==> src/rtl/axum_ctx_sched.sv <==
// Round-robin hardware context scheduler for the multi-context register file.
// The select only moves while the core is halted and drained, so in-flight work never sees it change.
module axum_ctx_sched #(
  parameter int NumRegFiles = 4,
  parameter int SliceWidth  = 16
) (
  input  logic                           clk_i,
  input  logic                           rst_ni,
  input  logic [NumRegFiles-1:0]         ctx_ready_i,
  input  logic [SliceWidth-1:0]          slice_len_i,
  input  logic                           yield_i,
  input  logic                           halted_i,
  output logic                           halt_req_o,
  output logic [$clog2(NumRegFiles)-1:0] ctx_sel_o,
  output logic                           switch_o,
  output logic                           idle_o,
  output logic [SliceWidth-1:0]          slice_cnt_o
);

  localparam int SelW = $clog2(NumRegFiles);

  typedef enum logic [1:0] {
    StIdle   = 2'd0,
    StSwitch = 2'd1,
    StRun    = 2'd2,
    StDrain  = 2'd3
  } state_e;

  state_e                state_q;
  logic [SelW-1:0]       ctx_sel_q;
  logic                  halt_req_q;
  logic                  switch_q;
  logic [SliceWidth-1:0] slice_cnt_q;

  logic [SelW-1:0]       nxt;
  logic [SelW-1:0]       cand;
  logic                  found;
  logic                  run_leave;

  // Scan from the context after the current one; walking downwards lets the
  // nearest ready candidate win, so the current context is chosen last.
  always_comb begin
    nxt   = ctx_sel_q;
    cand  = ctx_sel_q;
    found = |ctx_ready_i;
    for (int i = NumRegFiles - 1; i >= 0; i--) begin
      cand = ctx_sel_q + SelW'(i + 1);
      if (ctx_ready_i[cand]) begin
        nxt = cand;
      end
    end
  end

  assign run_leave = yield_i
                   || (slice_cnt_q == SliceWidth'(1))
                   || !ctx_ready_i[ctx_sel_q];

  always_ff @(posedge clk_i or negedge rst_ni) begin
    if (!rst_ni) begin
      state_q     <= StIdle;
      ctx_sel_q   <= '0;
      halt_req_q  <= 1'b1;
      switch_q    <= 1'b0;
      slice_cnt_q <= '0;
    end else begin
      switch_q <= 1'b0;
      case (state_q)
        StIdle: begin
          halt_req_q <= 1'b1;
          if (found) begin
            ctx_sel_q <= nxt;
            switch_q  <= (nxt != ctx_sel_q);
            state_q   <= StSwitch;
          end
        end
        // Select has been stable for this whole cycle; release the core next.
        StSwitch: begin
          halt_req_q  <= 1'b0;
          slice_cnt_q <= slice_len_i;
          state_q     <= StRun;
        end
        StRun: begin
          if (slice_cnt_q > SliceWidth'(1)) begin
            slice_cnt_q <= slice_cnt_q - SliceWidth'(1);
          end
          if (run_leave) begin
            halt_req_q <= 1'b1;
            state_q    <= StDrain;
          end
        end
        StDrain: begin
          halt_req_q <= 1'b1;
          if (halted_i) begin
            if (found) begin
              ctx_sel_q <= nxt;
              switch_q  <= (nxt != ctx_sel_q);
              state_q   <= StSwitch;
            end else begin
              state_q <= StIdle;
            end
          end
        end
        default: begin
          halt_req_q <= 1'b1;
          state_q    <= StIdle;
        end
      endcase
    end
  end

  assign halt_req_o  = halt_req_q;
  assign ctx_sel_o   = ctx_sel_q;
  assign switch_o    = switch_q;
  assign slice_cnt_o = slice_cnt_q;
  assign idle_o      = (state_q == StIdle);

endmodule
==> config.mk <==
export PLATFORM = sky130hd
export DESIGN_NAME = axum_ctx_sched
export DESIGN_NICKNAME = d
export VERILOG_FILES = /design/src/rtl/axum_ctx_sched.sv
export SDC_FILE = /design/constraint.sdc
export NUM_CORES = 1
export LEC_CHECK = 0
export CORE_MARGIN = 10
export CORE_UTILIZATION = 45
export CTS_CLUSTER_DIAMETER = 60
export DETAILED_ROUTE_END_ITERATION = 7
export GPL_TIMING_DRIVEN = 0
export HOLD_SLACK_MARGIN = 0.03
export PLACE_DENSITY_LB_ADDON = 0.08
export SLEW_MARGIN = 10
export SYNTH_ARGS = -nofsm -noshare
export SYNTH_HDL_FRONTEND = slang
export SYNTH_SLANG_ARGS = --single-unit
==> constraint.sdc <==
create_clock -name clk_i -period 2.5 [get_ports clk_i]
set_input_delay 0.5 -clock clk_i [delete_from_list [all_inputs] [get_ports clk_i]]
set_output_delay 0.5 -clock clk_i [all_outputs]
set_load 0.02 [all_outputs]
After elaboration in Yosys (flattened, before gate mapping)
Index checks and enable logic that the tools add are counted.
{ "totals": {"regBits": 22, "input_bits": 24, "wordCells": 60} }
{ "op_classes": {"addsub": 4, "magnitude_cmp": 5, "eq_ne": 9, "muxes": 26, "n_reduce_logical": 11} }
{ "op_table": {"columns": ["operator", "n"], "rows": [
  ["$pmux W16 S2", 1],
  ["$eq A16 B1 Y1 const B", 1],
  ["$gt A16 B1 Y1 const B", 1],
  ["$mux W16", 1],
  ["$mux W2", 8],
  ["$sub A16 B1 Y16 const B", 1],
  ["$lt A2 B3 Y1 const B", 4],
  ["$bmux W1 S2", 4],
  ["$mux W1", 8],
  ["$pmux W2 S4", 1],
  ["$ne A2 B2 Y1 const B", 3],
  ["$add A2 B2 Y2 const B", 2],
  ["$eq A2 B2 Y1 const B", 2],
  ["$pmux W2 S2", 1],
  ["$reduce_and A2 Y1", 2],
  ["$reduce_bool A2 Y1", 2],
  ["$reduce_or A4 Y1", 1],
  ["$pmux W1 S3", 1],
  ["$reduce_and A3 Y1", 1],
  ["$add A2 B1 Y2 const B", 1],
  ["$eq A2 B1 Y1 const B", 1],
  ["$logic_not A2 Y1", 1],
  ["$logic_or A1 B1 Y1", 2],
  ["$ne A2 B1 Y1 const B", 1],
  ["other kinds (4)", 4]
]} }

Depth between registers and ports, before layout
{ "logic_depth": {"word_depth": 10, "ltp_mapped": 8, "mapped_depth_nobuf": 7} }

Worst setup path before layout
Ideal clock, no wire load.
{ "synth_path": {"path_kind": "register to register", "from": "register slice_cnt_q[4], in the netlist slice_cnt_o[4]", "to": "register slice_cnt_q[11], in the netlist slice_cnt_o[11]", "setup_ps": 82, "t_arrival_ps": 1802, "required_time_ps": 2418, "path_slack_ps": 616, "path_stages_with_launch": 6, "n_path_buf": 0, "period_less_slack_ps": 1884, "path_cell_list": "dfrtp_1 -> nor4_4 -> nand3_2 -> or3_1 -> or3_1 -> a31oi_1"} }
{ "synth_between": {"elab_chain_len": 3, "elab_cells_between_ends": 6, "cone_classes": "1 x add/sub; 1 x order compare; 1 x eq/ne; 2 x mux; 1 x reduce/logical"} }
{ "synth_rtl": {"columns": ["item", "line_no", "source"], "rows": [
  ["start: declaration", "33", "logic [SliceWidth-1:0] slice_cnt_q;"],
  ["start signal: assignment", "79", "slice_cnt_q <= slice_len_i;"],
  ["start signal: assignment", "84", "slice_cnt_q <= slice_cnt_q - SliceWidth'(1);"],
  ["$sub A16 B1 Y16 / $gt A16 B1 Y1 (equally long branches)", "84, 83", null],
  ["$mux W16 / $ne A2 B2 Y1 (equally long branches)", null, null],
  ["$pmux W16 S2 / $reduce_and A2 Y1 (equally long branches)", null, null]
]} }
Parallel ways exist; a longest one is shown, timed or not. The select of a mux whose other input is x is not followed.
A chain may end at the register's enable or synchronous reset.

Worst setup path in the final report
{ "layout_path": {"from": "register state_q[0]", "to": "output port idle_o"} }
{ "layout_between": {"elab_chain_len": 1} }
{ "layout_rtl": {"columns": ["item", "line_no", "source"], "rows": [
  ["start: declaration", "29", "state_e state_q;"],
  ["start signal: assignment", "60", "state_q <= StIdle;"],
  ["start signal: assignment", "73", "state_q <= StSwitch;"],
  ["start signal: assignment", "80", "state_q <= StRun;"],
  ["$logic_not A2 Y1", "115", "assign idle_o = (state_q == StIdle);"],
  ["end: declaration", "16", "output logic idle_o,"]
]} }
Every way passes these cells.

==> impl_results.md <==
* Status: complete, no violations
* DRT antenna net count at 0
* Vias in the first global route at 1550
* Diodes inserted at 0
* Total GRT Usage at 0.145
* Synthesis-stage register bit count at 22
* Ports at 45
* R2R Path Start: slice_cnt_o[10]$_DFFE_PN0P_
* Routed via count at 1552
* Number of I/O port buffers at 44
* Static Leak at 0.824 nW
* Psw at 1.34 mW
* H-tree levels at 1
* Count of final setup violators at 0
* Post-synth EDFFs at 0
* Max-cap violations at 0
* Tot Pwr at 2.83 mW
* Synthesized area at 1600 µm²
* Data arrival time of the critical path at 1.79 ns
* CP Class: flop to primary output
* CTS tree: done
* First-pass GRT wire length at 7.40 mm
* CP Launch Type: flop
* Min Clock Period, post-route at 2.29 ns
* Ys Warns at 0
* CP Capture Type: primary output
* Slew headroom at 0.297
* Residual DRC count at 0
* Worst-path clk slew at 0.12 ns
* Tightest Pin Transition at 1.05 ns
* Setup TNS at 0 ns
* Final Slew Violations at 0
* Min-delay src: halt_req_o$_DFFE_PN1P_
* Avg Cell Area, Syn at 8.92 µm²
* Clk sinks at 22
* Root Buffer: clkbuf_4
* Die Span Y at 79.6 µm
* Fmax at 0.437 GHz
* Total gr overflow at 0
* Vias per cell at 5.68
* Seq/Total Area, Yosys at 0.346
* Area of the core at 3390 µm²
* Final period utilization at 0.916
* CP max FO at 6
* DR iter-0 viols at 119
* Initial core utilization at 0.471
* Hold WC Path Type: flop to flop
* Worst-Skew Late Latency at 0.33 ns
* Worst EP required at 2.00 ns
* Switching share of total power at 0.476
* GPL Wtd Cong at 0.850
* Row cnt at 21
* Largest net degree at the start of global routing at 23
* Final Hold Fails at 0
* CTS Hold Bufs at 0
* Hold endpoint: halt_req_o$_DFFE_PN1P_
* Num CTS Buffers at 3
* First-pass DRT Iterations at 4
* Syn nets at 210
* Primary FF master, synth: dfrtp_1
* Clock Skews at 0.0111 ns
* Cell-internal power at 1.48 mW
* Distinct cells, synth at 42
* Worst Reg-to-Reg Cells at 5
* Die ar. at 6330 µm²
* R2R setup slack at 0.42 ns
* Initial antenna violation count at 0
* Share of total power in combinational logic at 0.646
* Die width at 79.6 µm
* Worst IR drop on VDD at 0.636 mV
* Worst R2R End: slice_cnt_o[1]$_DFFE_PN0P_
* Share of async-settable or async-resettable flops after synthesis at 1.00
* CTS resizes at 0
* Power per cell area at 1330 nW/µm²
* Routed wire per std cell at 16.6 µm
* CP startpoint: state_q[0]$_DFFE_PN0P_
* Post-Route WL at 4.53 mm
* Post-CTS setup repair buffer count at 0
* Synth-to-layout area growth at 32.8%
* Hold Crit Depth at 2
* RSZ-0062 raised after global routing: no
* Ratio of cells with drive above 1 in the final layout at 0.0617
* Clock share of power at 0.064
* Nets at 259
* WHS at 0.529 ns
* Syn Inst Count at 179
* DPL Wire Length at 3.37 mm
* Longest Clk Path Bufs at 2
* Reg power frac at 0.290
metal layers:
| metal | up-vias | GRT usage | share of wire |
|---|---|---|---|
| li1 | 752 | - | - |
| met1 | 750 | 0.180 | 0.45 |
| met2 | 41 | 0.234 | 0.47 |
| met3 | 9 | 0.0360 | 0.067 |
| met4 | 0 | 0.0538 | 0.017 |
| met5 | - | 0 | 0 |
sequential cells by signal, summed over array words and instances (netlist names):
| signal | count |
|---|---|
| slice_cnt_o | 16 |
| switch_o | 1 |
| state_q | 2 |
| halt_req_o | 1 |
| ctx_sel_o | 2 |
layout make-up:
| class | instances | area (µm²) |
|---|---|---|
| fill | 273 | 1270 |
| timing repair buffer | 44 | 440 |
| buffer | 9 | 53.8 |
| tap | 46 | 57.6 |
| clock buffer | 4 | 26.3 |
| sequential | 22 | 552 |
| inverter | 7 | 26.3 |
| multi-input combinational | 141 | 965 |
power groups by stage:
stage	clock (mW)	combinational (mW)	sequential, mW
finish	0.181	1.83	0.819
CTS	0.186	1.85	0.816
floorplan	0	1.01	0.972
global placement	0	1.79	0.809
global route	0.202	2.01	0.854
detailed placement	0	1.83	0.826
worst max-delay path, stage by stage (launching register included):
cell and delay, ns:
dfrtp_1 0.46, inv_1 0.12, ha_1 0.25, clkdlybuf4s50_1 0.64
synth_stat cells (all sizes together) (2+ instances only):
library cell,n,area (µm²)
dfrtp,21,526
a211oi,18,135
a21oi,16,80.1
nor2,13,48.8
nor2b,13,81.3
nand2,10,37.5
ha,7,87.6
inv,7,26.3
nor3,7,40.0
xnor2,7,61.3
a31oi,6,37.5
mux2i,6,60.1
clkbuf,4,15.0
nand2b,4,25.0
o21ai,4,20.0
or3,4,25.0
buf,3,21.3
mux2,3,33.8
nor4,3,33.8
and3,2,12.5
dlygate4sd1,2,17.5
nand3,2,15.0
o31ai,2,15.0
cell usage in the layout (no fill, tap or decap), drive strengths merged:
cell type	n
nand3	2
mux2	3
a31oi	6
a21o	1
xor2	1
xnor2	7
nor3	7
mux2i	6
nor4	3
and3	2
a22oi	1
dfstp	1
buf	3
o21ai	4
nand4b	1
inv	7
nor3b	1
dlygate4sd1	2
o211ai	1
clkdlybuf4s50	44
nand2	10
nand2b	4
ha	7
o2bb2a	1
a41oi	1
dfrtp	21
a31o	1
a2111oi	1
a211oi	18
a2bb2oi	1
a21oi	16
clkbuf	8
o31ai	2
nor2b	13
or3	4
nand4	1
nor2	13
o31a	1
nand3b	1
kinds of logic (layout without fill, tap and decap cells):
group / after synthesis / in the layout / synth area share
adder cells (fa/ha/maj): 7 / 7 / 0.0549
buffers and inverters: 16 / 64 / 0.0502
multiplexers: 9 / 9 / 0.0588
AO/OA/AOI/OAI: 55 / 55 / 0.228
AND/OR/NAND/NOR: 62 / 62 / 0.219
flip-flops: 22 / 22 / 0.346
XOR/XNOR: 8 / 8 / 0.0439
stage by stage:
stage	setup slack, ns	util	instance area, µm²	cells
floorplan	0.616	-	1600	179
global placement	0.242	0.618	2090	269
detailed placement	0.168	0.618	2090	269
CTS	0.199	0.626	2120	273
global route	0.105	0.626	2120	273
finish	0.211	0.626	2120	273
how the worst max path moves through the flow:
stage | to | depth (start not counted)
after floorplan | slice_cnt_o[11]$_DFFE_PN0P_ | 5
after global placement | state_q[1]$_DFFE_PN0P_ | 5
after detailed placement | state_q[1]$_DFFE_PN0P_ | 5
after CTS | idle_o | 3
after global routing | idle_o | 3
final | idle_o | 3
No activity file was read; power rests on OpenSTA's default activity.
